===== src/rtl/conv_pkg.sv =====
// conv_pkg: shared types and helpers for the convolution-layer sequencer.
//   state_e  - sequencer FSM states
//   KSIZE_W  - width of the kernel-size config field
//   npass()  - number of output-channel passes for a given PE array width
package conv_pkg;

    localparam int KSIZE_W = 3;

    typedef enum logic [2:0] {
        IDLE,
        LOAD,
        FIRE,
        WAIT,
        STORE,
        ADV,
        DONE
    } state_e;

    // ceil(out_ch / pe_cols)
    function automatic int unsigned npass(input int unsigned out_ch,
                                          input int unsigned pe_cols);
        return (out_ch + pe_cols - 1) / pe_cols;
    endfunction

endpackage


===== src/rtl/conv_loop_cnt.sv =====
// conv_loop_cnt: row / output-channel-pass loop counters for conv_seq.
//   clk, rst     - clock, async active-high reset
//   clr_i        - zero all counters
//   adv_i        - step to the next row (wrapping into the next pass)
//   row_max_i    - last row index of a pass (R_OUT-1)
//   pass_max_i   - last pass index (NPASS-1)
//   row_o        - current output row
//   ch_base_o    - first output channel of the current pass
//   row_last_o   - current row is the last of the pass
//   last_o       - current row is the last row of the last pass
module conv_loop_cnt #(
    parameter int DIM_W   = 10,
    parameter int CH_W    = 10,
    parameter int PE_COLS = 8
) (
    input  logic             clk,
    input  logic             rst,
    input  logic             clr_i,
    input  logic             adv_i,
    input  logic [DIM_W-1:0] row_max_i,
    input  logic [CH_W-1:0]  pass_max_i,
    output logic [DIM_W-1:0] row_o,
    output logic [CH_W-1:0]  ch_base_o,
    output logic             row_last_o,
    output logic             last_o
);

    logic [DIM_W-1:0] row_q;
    logic [CH_W-1:0]  pass_q;
    logic [CH_W-1:0]  base_q;

    assign row_last_o = (row_q == row_max_i);
    assign last_o     = row_last_o && (pass_q == pass_max_i);
    assign row_o      = row_q;
    assign ch_base_o  = base_q;

    // base is kept as a running sum rather than pass*PE_COLS; wraps at CH_W
    always_ff @(posedge clk or posedge rst) begin
        if (rst) begin
            row_q  <= '0;
            pass_q <= '0;
            base_q <= '0;
        end else if (clr_i) begin
            row_q  <= '0;
            pass_q <= '0;
            base_q <= '0;
        end else if (adv_i) begin
            if (row_last_o) begin
                row_q  <= '0;
                pass_q <= pass_q + CH_W'(1);
                base_q <= base_q + CH_W'(PE_COLS);
            end else begin
                row_q <= row_q + DIM_W'(1);
            end
        end
    end

endmodule


===== src/rtl/conv_seq.sv =====
// conv_seq: convolution-layer sequencer. Walks a layer as output-channel
// passes x output rows; each row is fetch -> PE compute -> writeback.
//   clk, rst              - clock, async active-high reset
//   start                 - job start pulse (only honoured in IDLE)
//   cfg_rows/out_ch/ksize - layer config, latched on accepted start
//   buf_rd_req/row/ack    - input window fetch handshake
//   pe_start/ch_base/done - PE array launch pulse / pass base / completion
//   buf_wr_req/ack        - result writeback handshake
//   aybz_azby             - ping-pong buffer select, toggles per row
//   busy/done/err         - job status; err pulses with done on bad config
module conv_seq
    import conv_pkg::*;
#(
    parameter int DIM_W   = 10,
    parameter int CH_W    = 10,
    parameter int PE_COLS = 8,
    parameter int KMAX    = 7
) (
    input  logic               clk,
    input  logic               rst,
    input  logic               start,
    input  logic [DIM_W-1:0]   cfg_rows,
    input  logic [CH_W-1:0]    cfg_out_ch,
    input  logic [KSIZE_W-1:0] cfg_ksize,
    output logic               buf_rd_req,
    output logic [DIM_W-1:0]   buf_rd_row,
    input  logic               buf_rd_ack,
    output logic               pe_start,
    output logic [CH_W-1:0]    pe_ch_base,
    input  logic               pe_done,
    output logic               buf_wr_req,
    input  logic               buf_wr_ack,
    output logic               aybz_azby,
    output logic               busy,
    output logic               done,
    output logic               err
);

    state_e state_q, state_d;

    logic [DIM_W-1:0]   rows_q;
    logic [CH_W-1:0]    och_q;
    logic [KSIZE_W-1:0] ks_q;
    logic               bad_q;
    logic               aybz_q;

    logic               accept;
    logic               cfg_ok;
    logic [DIM_W-1:0]   row_max;
    logic [CH_W-1:0]    pass_max;
    logic               cnt_clr;
    logic               row_last;
    logic               last;

    assign accept = (state_q == IDLE) && start;

    // Legality is judged on the live inputs because they are latched on the
    // same edge that takes the IDLE branch.
    assign cfg_ok = cfg_ksize[0]
                 && (cfg_ksize <= KSIZE_W'(KMAX))
                 && (cfg_rows >= DIM_W'(cfg_ksize))
                 && (cfg_out_ch != '0);

    // Only meaningful for a legal latched config (rows >= ksize, out_ch >= 1)
    assign row_max  = rows_q - DIM_W'(ks_q);
    assign pass_max = CH_W'(npass(32'(och_q), PE_COLS) - 1);

    // Clearing on DONE leaves the row/base outputs at 0 while idle
    assign cnt_clr = accept || (state_q == DONE);

    conv_loop_cnt #(
        .DIM_W   (DIM_W),
        .CH_W    (CH_W),
        .PE_COLS (PE_COLS)
    ) u_cnt (
        .clk        (clk),
        .rst        (rst),
        .clr_i      (cnt_clr),
        .adv_i      (state_q == ADV),
        .row_max_i  (row_max),
        .pass_max_i (pass_max),
        .row_o      (buf_rd_row),
        .ch_base_o  (pe_ch_base),
        .row_last_o (row_last),
        .last_o     (last)
    );

    always_comb begin
        state_d = state_q;
        case (state_q)
            IDLE:    if (start)      state_d = cfg_ok ? LOAD : DONE;
            LOAD:    if (buf_rd_ack) state_d = FIRE;
            FIRE:                    state_d = WAIT;
            WAIT:    if (pe_done)    state_d = STORE;
            STORE:   if (buf_wr_ack) state_d = ADV;
            ADV:                     state_d = last ? DONE : LOAD;
            DONE:                    state_d = IDLE;
            default:                 state_d = IDLE;
        endcase
    end

    always_ff @(posedge clk or posedge rst) begin
        if (rst) begin
            state_q <= IDLE;
            rows_q  <= '0;
            och_q   <= '0;
            ks_q    <= '0;
            bad_q   <= 1'b0;
            aybz_q  <= 1'b0;
        end else begin
            state_q <= state_d;
            if (accept) begin
                rows_q <= cfg_rows;
                och_q  <= cfg_out_ch;
                ks_q   <= cfg_ksize;
                bad_q  <= !cfg_ok;
                aybz_q <= 1'b0;
            end else if (state_q == ADV) begin
                aybz_q <= !aybz_q;
            end
        end
    end

    // row_last is folded into last; kept visible for debug
    logic unused_ok;
    assign unused_ok = row_last;

    assign buf_rd_req = (state_q == LOAD);
    assign pe_start   = (state_q == FIRE);
    assign buf_wr_req = (state_q == STORE);
    assign aybz_azby  = aybz_q;
    assign busy       = (state_q != IDLE);
    assign done       = (state_q == DONE);
    assign err        = (state_q == DONE) && bad_q;

endmodule


===== config.mk =====
export PLATFORM = sky130hd
export DESIGN_NAME = conv_seq
export DESIGN_NICKNAME = d
export VERILOG_FILES = /design/src/rtl/conv_pkg.sv /design/src/rtl/conv_loop_cnt.sv /design/src/rtl/conv_seq.sv
export SDC_FILE = /design/constraint.sdc
export NUM_CORES = 1
export LEC_CHECK = 0
export BUFFER_PORTS_ARGS = -buffer_cell sky130_fd_sc_hd__clkbuf_2
export CAP_MARGIN = 20
export CORE_MARGIN = 10
export CORE_UTILIZATION = 26
export DETAILED_ROUTE_END_ITERATION = 8
export GPL_TIMING_DRIVEN = 0
export SYNTH_ARGS = -nofsm -noshare
export SYNTH_HDL_FRONTEND = slang
export SYNTH_SLANG_ARGS = --single-unit

===== constraint.sdc =====
create_clock -name clk -period 2.7 [get_ports clk]
set_input_delay 0.54 -clock clk [delete_from_list [all_inputs] [get_ports clk]]
set_output_delay 0.54 -clock clk [all_outputs]
set_load 0.01 [all_outputs]

==> results.py <==
metrics = {
    "setup_path": {
        "cp_data_required_time_ns": 2.93,
        "critical_path.slowest_cell": "a2111o_2",
        "cp.arrival_ns": 3.24,
        "cp_max_fo": 8,
        "timing.setup.critical_path_class": "register to register",
        "end_kind": "register",
        "cp_cell_sequence": "ha_4 -> fa_2 -> xor2_2 -> o22ai_2 -> a211oi_2 -> nand3_2 -> a2111o_2 -> or4_4 -> a21oi_2",
        "worstSetupStartpointType": "register",
        "cpPeakStageDelay_ns": 0.57,
    },
    "detailed_routing": {
        "detail_route.iter0.violations": 165,
        "drt.antenna.violating_nets": 0,
        "final_wirelength_um": 10010,
        "post-route-drc-count": 0,
        "wire_per_inst_um": 15.96,
        "dr.pass1.iters": 4,
        "detail_route.vias_per_cell": 5.102,
        "route.vias.total": 3199,
    },
    "min_path": {
        "min_path_type": "primary input to async pin",
    },
    "cts": {
        "tritoncts.num_buffers": 5,
        "cts-root-buf": "clkbuf_16",
        "cts_sinks": 55,
        "clk_transition_reported_paths_ns": 0.08,
        "holdBufCountCts": 0,
        "clk_latency_ns": 0.30,
        "ctsHtreeMaxLevel": 2,
        "clock_tree_from_tritoncts": "yes",
        "clock_tree.buffer_depth": 2,
    },
    "floorplanning": {
        "die_h_um": 135.7,
        "fp-row-count": 42,
        "core-area_um2": 13190,
        "fp.dieArea_um2": 18420,
        "die_w_um": 135.7,
        "design.portCount": 56,
        "starting_density_pct": 26.40,
    },
    "power": {
        "static-leakage-power_nw": 1.999,
        "powerDensity_nw_per_um2": 975.6,
        "max-vdd-ir-drop_uv": 462.9,
        "power.total_mw": 4.539,
    },
    "timing": {
        "worst-slew-pin-transition_ns": 0.9604,
        "timing_max_transition_violations_final": 0,
        "maxClockFrequency_mhz": 332.7,
        "finalClockSkew_ns": 0.008903,
        "timing.final.crit_period_ns": 3.006,
        "final_hold_viol_count": 0,
        "hold-worst-slack_ns": 0.1871,
        "slew_headroom_pct": 35.97,
        "layout_worst_path_cycle_share_pct": 111.3,
        "totalNegativeSetupSlack_ns": -5.295,
        "finalSetupViolCount": 30,
        "grt_setup_unrepaired": "true",
        "final_critical_path_setup_slack_ns": -0.3055,
    },
    "synthesis": {
        "synth-edff-count": 0,
        "dominantRegCellSynth": "dfrtp_1",
        "syn-instance-count": 369,
        "yosys_register_bits": 55,
        "synth-seq-area-share_pct": 39.53,
        "yosys.cell_count.top_type": "dfrtp_1",
        "synth_top_area_share_pct": 39.53,
        "syn_avg_cell_area_um2": 9.437,
        "synth.lib_cells_used.distinct": 56,
        "synth_area_leaders": "dfrtp_1, mux2_2, ha_1",
        "post_synth_instance_area_um2": 3482,
        "ys_async_sr_fraction_pct": 100.0,
        "yosys_warnings": 0,
        "synth_commonest_cells": "dfrtp_1, nand2_1, o21ai_0",
        "synth_area_leader_cell": "dfrtp_1",
    },
    "cells_and_area": {
        "layout-drive-gt1-share_pct": 35.25,
        "seqCellArea_um2": 1380,
        "multi_input_comb_area_um2": 2275,
        "antenna_cells_inserted": 0,
        "fill_cells": 1333,
        "areaGrowthSynthToFinish_pct": 33.60,
        "num-nets-final": 490,
    },
    "place": {
        "place_worst_setup_slack_ns": -0.7605,
        "gp_congestion": 0.8258,
        "post-dp-hpwl_um": 7192,
        "buffer_ports.inserted": 52,
    },
    "grt": {
        "grt_max_degree": 42,
        "antenna_found_initial": 0,
        "first_global_vias": 3189,
        "grt_first_pass_wirelength_um": 15880,
        "grt_overflow_total": 0,
        "globalRouteTotalUtil_pct": 10.43,
    },
    "outcome": {
        "failing_checks": "negative setup slack",
        "status": "finished, violations left",
    },
    "flow_run": {
        "cap_viol_max_count": 0,
    },
}
final timing paths:
kind	slack, ns	end	cells past startpoint	startpoint
setup / recovery	-0.31	u_cnt.pass_q[8]	9	ks_q[0]
hold / removal	0.19	rows_q[6]	2	rst
setup reg to reg	-0.31	u_cnt.pass_q[8]	9	ks_q[0]
hold reg to reg	0.53	bad_q	2	bad_q
max in group asynchronous	1.97	och_q[2]	3	rst
min in group clk	0.47	ks_q[2]	3	cfg_ksize[2]
report_power, final:
part	leakage (nW)	switching (mW)	total, mW	internal [mW]
registers	0.701	0.335	1.41	1.08
logic	1.23	1.29	2.44	1.15
clock network	0.0719	0.333	0.686	0.353
flip-flops by register name, indices dropped and copies added (netlist names):
register / cells
aybz_azby: 1
bad_q: 1
ks_q: 3
och_q: 10
rows_q: 10
state_q: 3
u_cnt.ch_base_o: 7
u_cnt.pass_q: 10
u_cnt.row_o: 10
critical path, delay by kind of cell, from the launching register on:
| kind | cells | cell delay (ns) |
|---|---|---|
| AOI/OAI and AO/OA | 4 | 1.05 |
| adders and majority gates | 2 | 0.57 |
| DFF | 1 | 0.41 |
| xor gates and xnor gates | 1 | 0.23 |
| and+or+nand+nor | 2 | 0.67 |
metal layers:
layer	vias to the layer above	share of wire [%]	wire, µm	track usage, %
met5	-	0	0	0
met4	0	0.67	67	2.033
met3	4	4.6	462	2.893
met2	64	46	4647	16.98
met1	1594	48	4828	13.50
li1	1537	-	-	-
layout by cell type, fill, tap and decap left out, types with 9 or more instances in the layout:
cell type / count
o21ai_0: 17
a22o_1: 9
mux2_2: 18
buf_4: 12
nand2_1: 30
a21oi_1: 13
clkbuf_2: 52
inv_1: 13
nand3_1: 13
xnor2_1: 11
nor2_1: 14
dfrtp_1: 52
clkbuf_1: 11
cell families after synthesis:
logic type                 synth area share (%)
other                                    0.1077
adders and majority gates                 4.168
xor gates and xnor gates                  5.031
and+or+nand+nor                           21.88
muxes                                     7.366
AOI/OAI and AO/OA                         17.79
buffers and inverters                     4.132
DFF                                       39.53
through the flow:
step                      utilization [%]  std cells  instance area [µm²]
final                               35.27        627                 4652
after global routing                35.27        627                 4652
after CTS                           33.29        617                 4390
after detailed placement            30.35        600                 4004
after global placement              30.20        599                 3984
after floorplan                         -        371                 3503
area by class of cell:
type	count	share of cell area [%]
Buffer	17	2.232
Clock buffer	5	2.690
Clock inverter	3	0.5917
Inverter	17	1.372
Multi-Input combinational cell	283	48.90
Sequential cell	55	29.67
Tap cell	176	4.734
Timing Repair Buffer	71	9.817
what timing repair did:
item                       4_1_cts  5_1_grt
buffers inserted                 8        9
pin swaps                       27       21
resized for setup               37       39
hold endpoints to repair         0        0
cloned                           1        2
setup endpoints to repair       30       30
No activity file was read; power rests on OpenSTA's default activity.
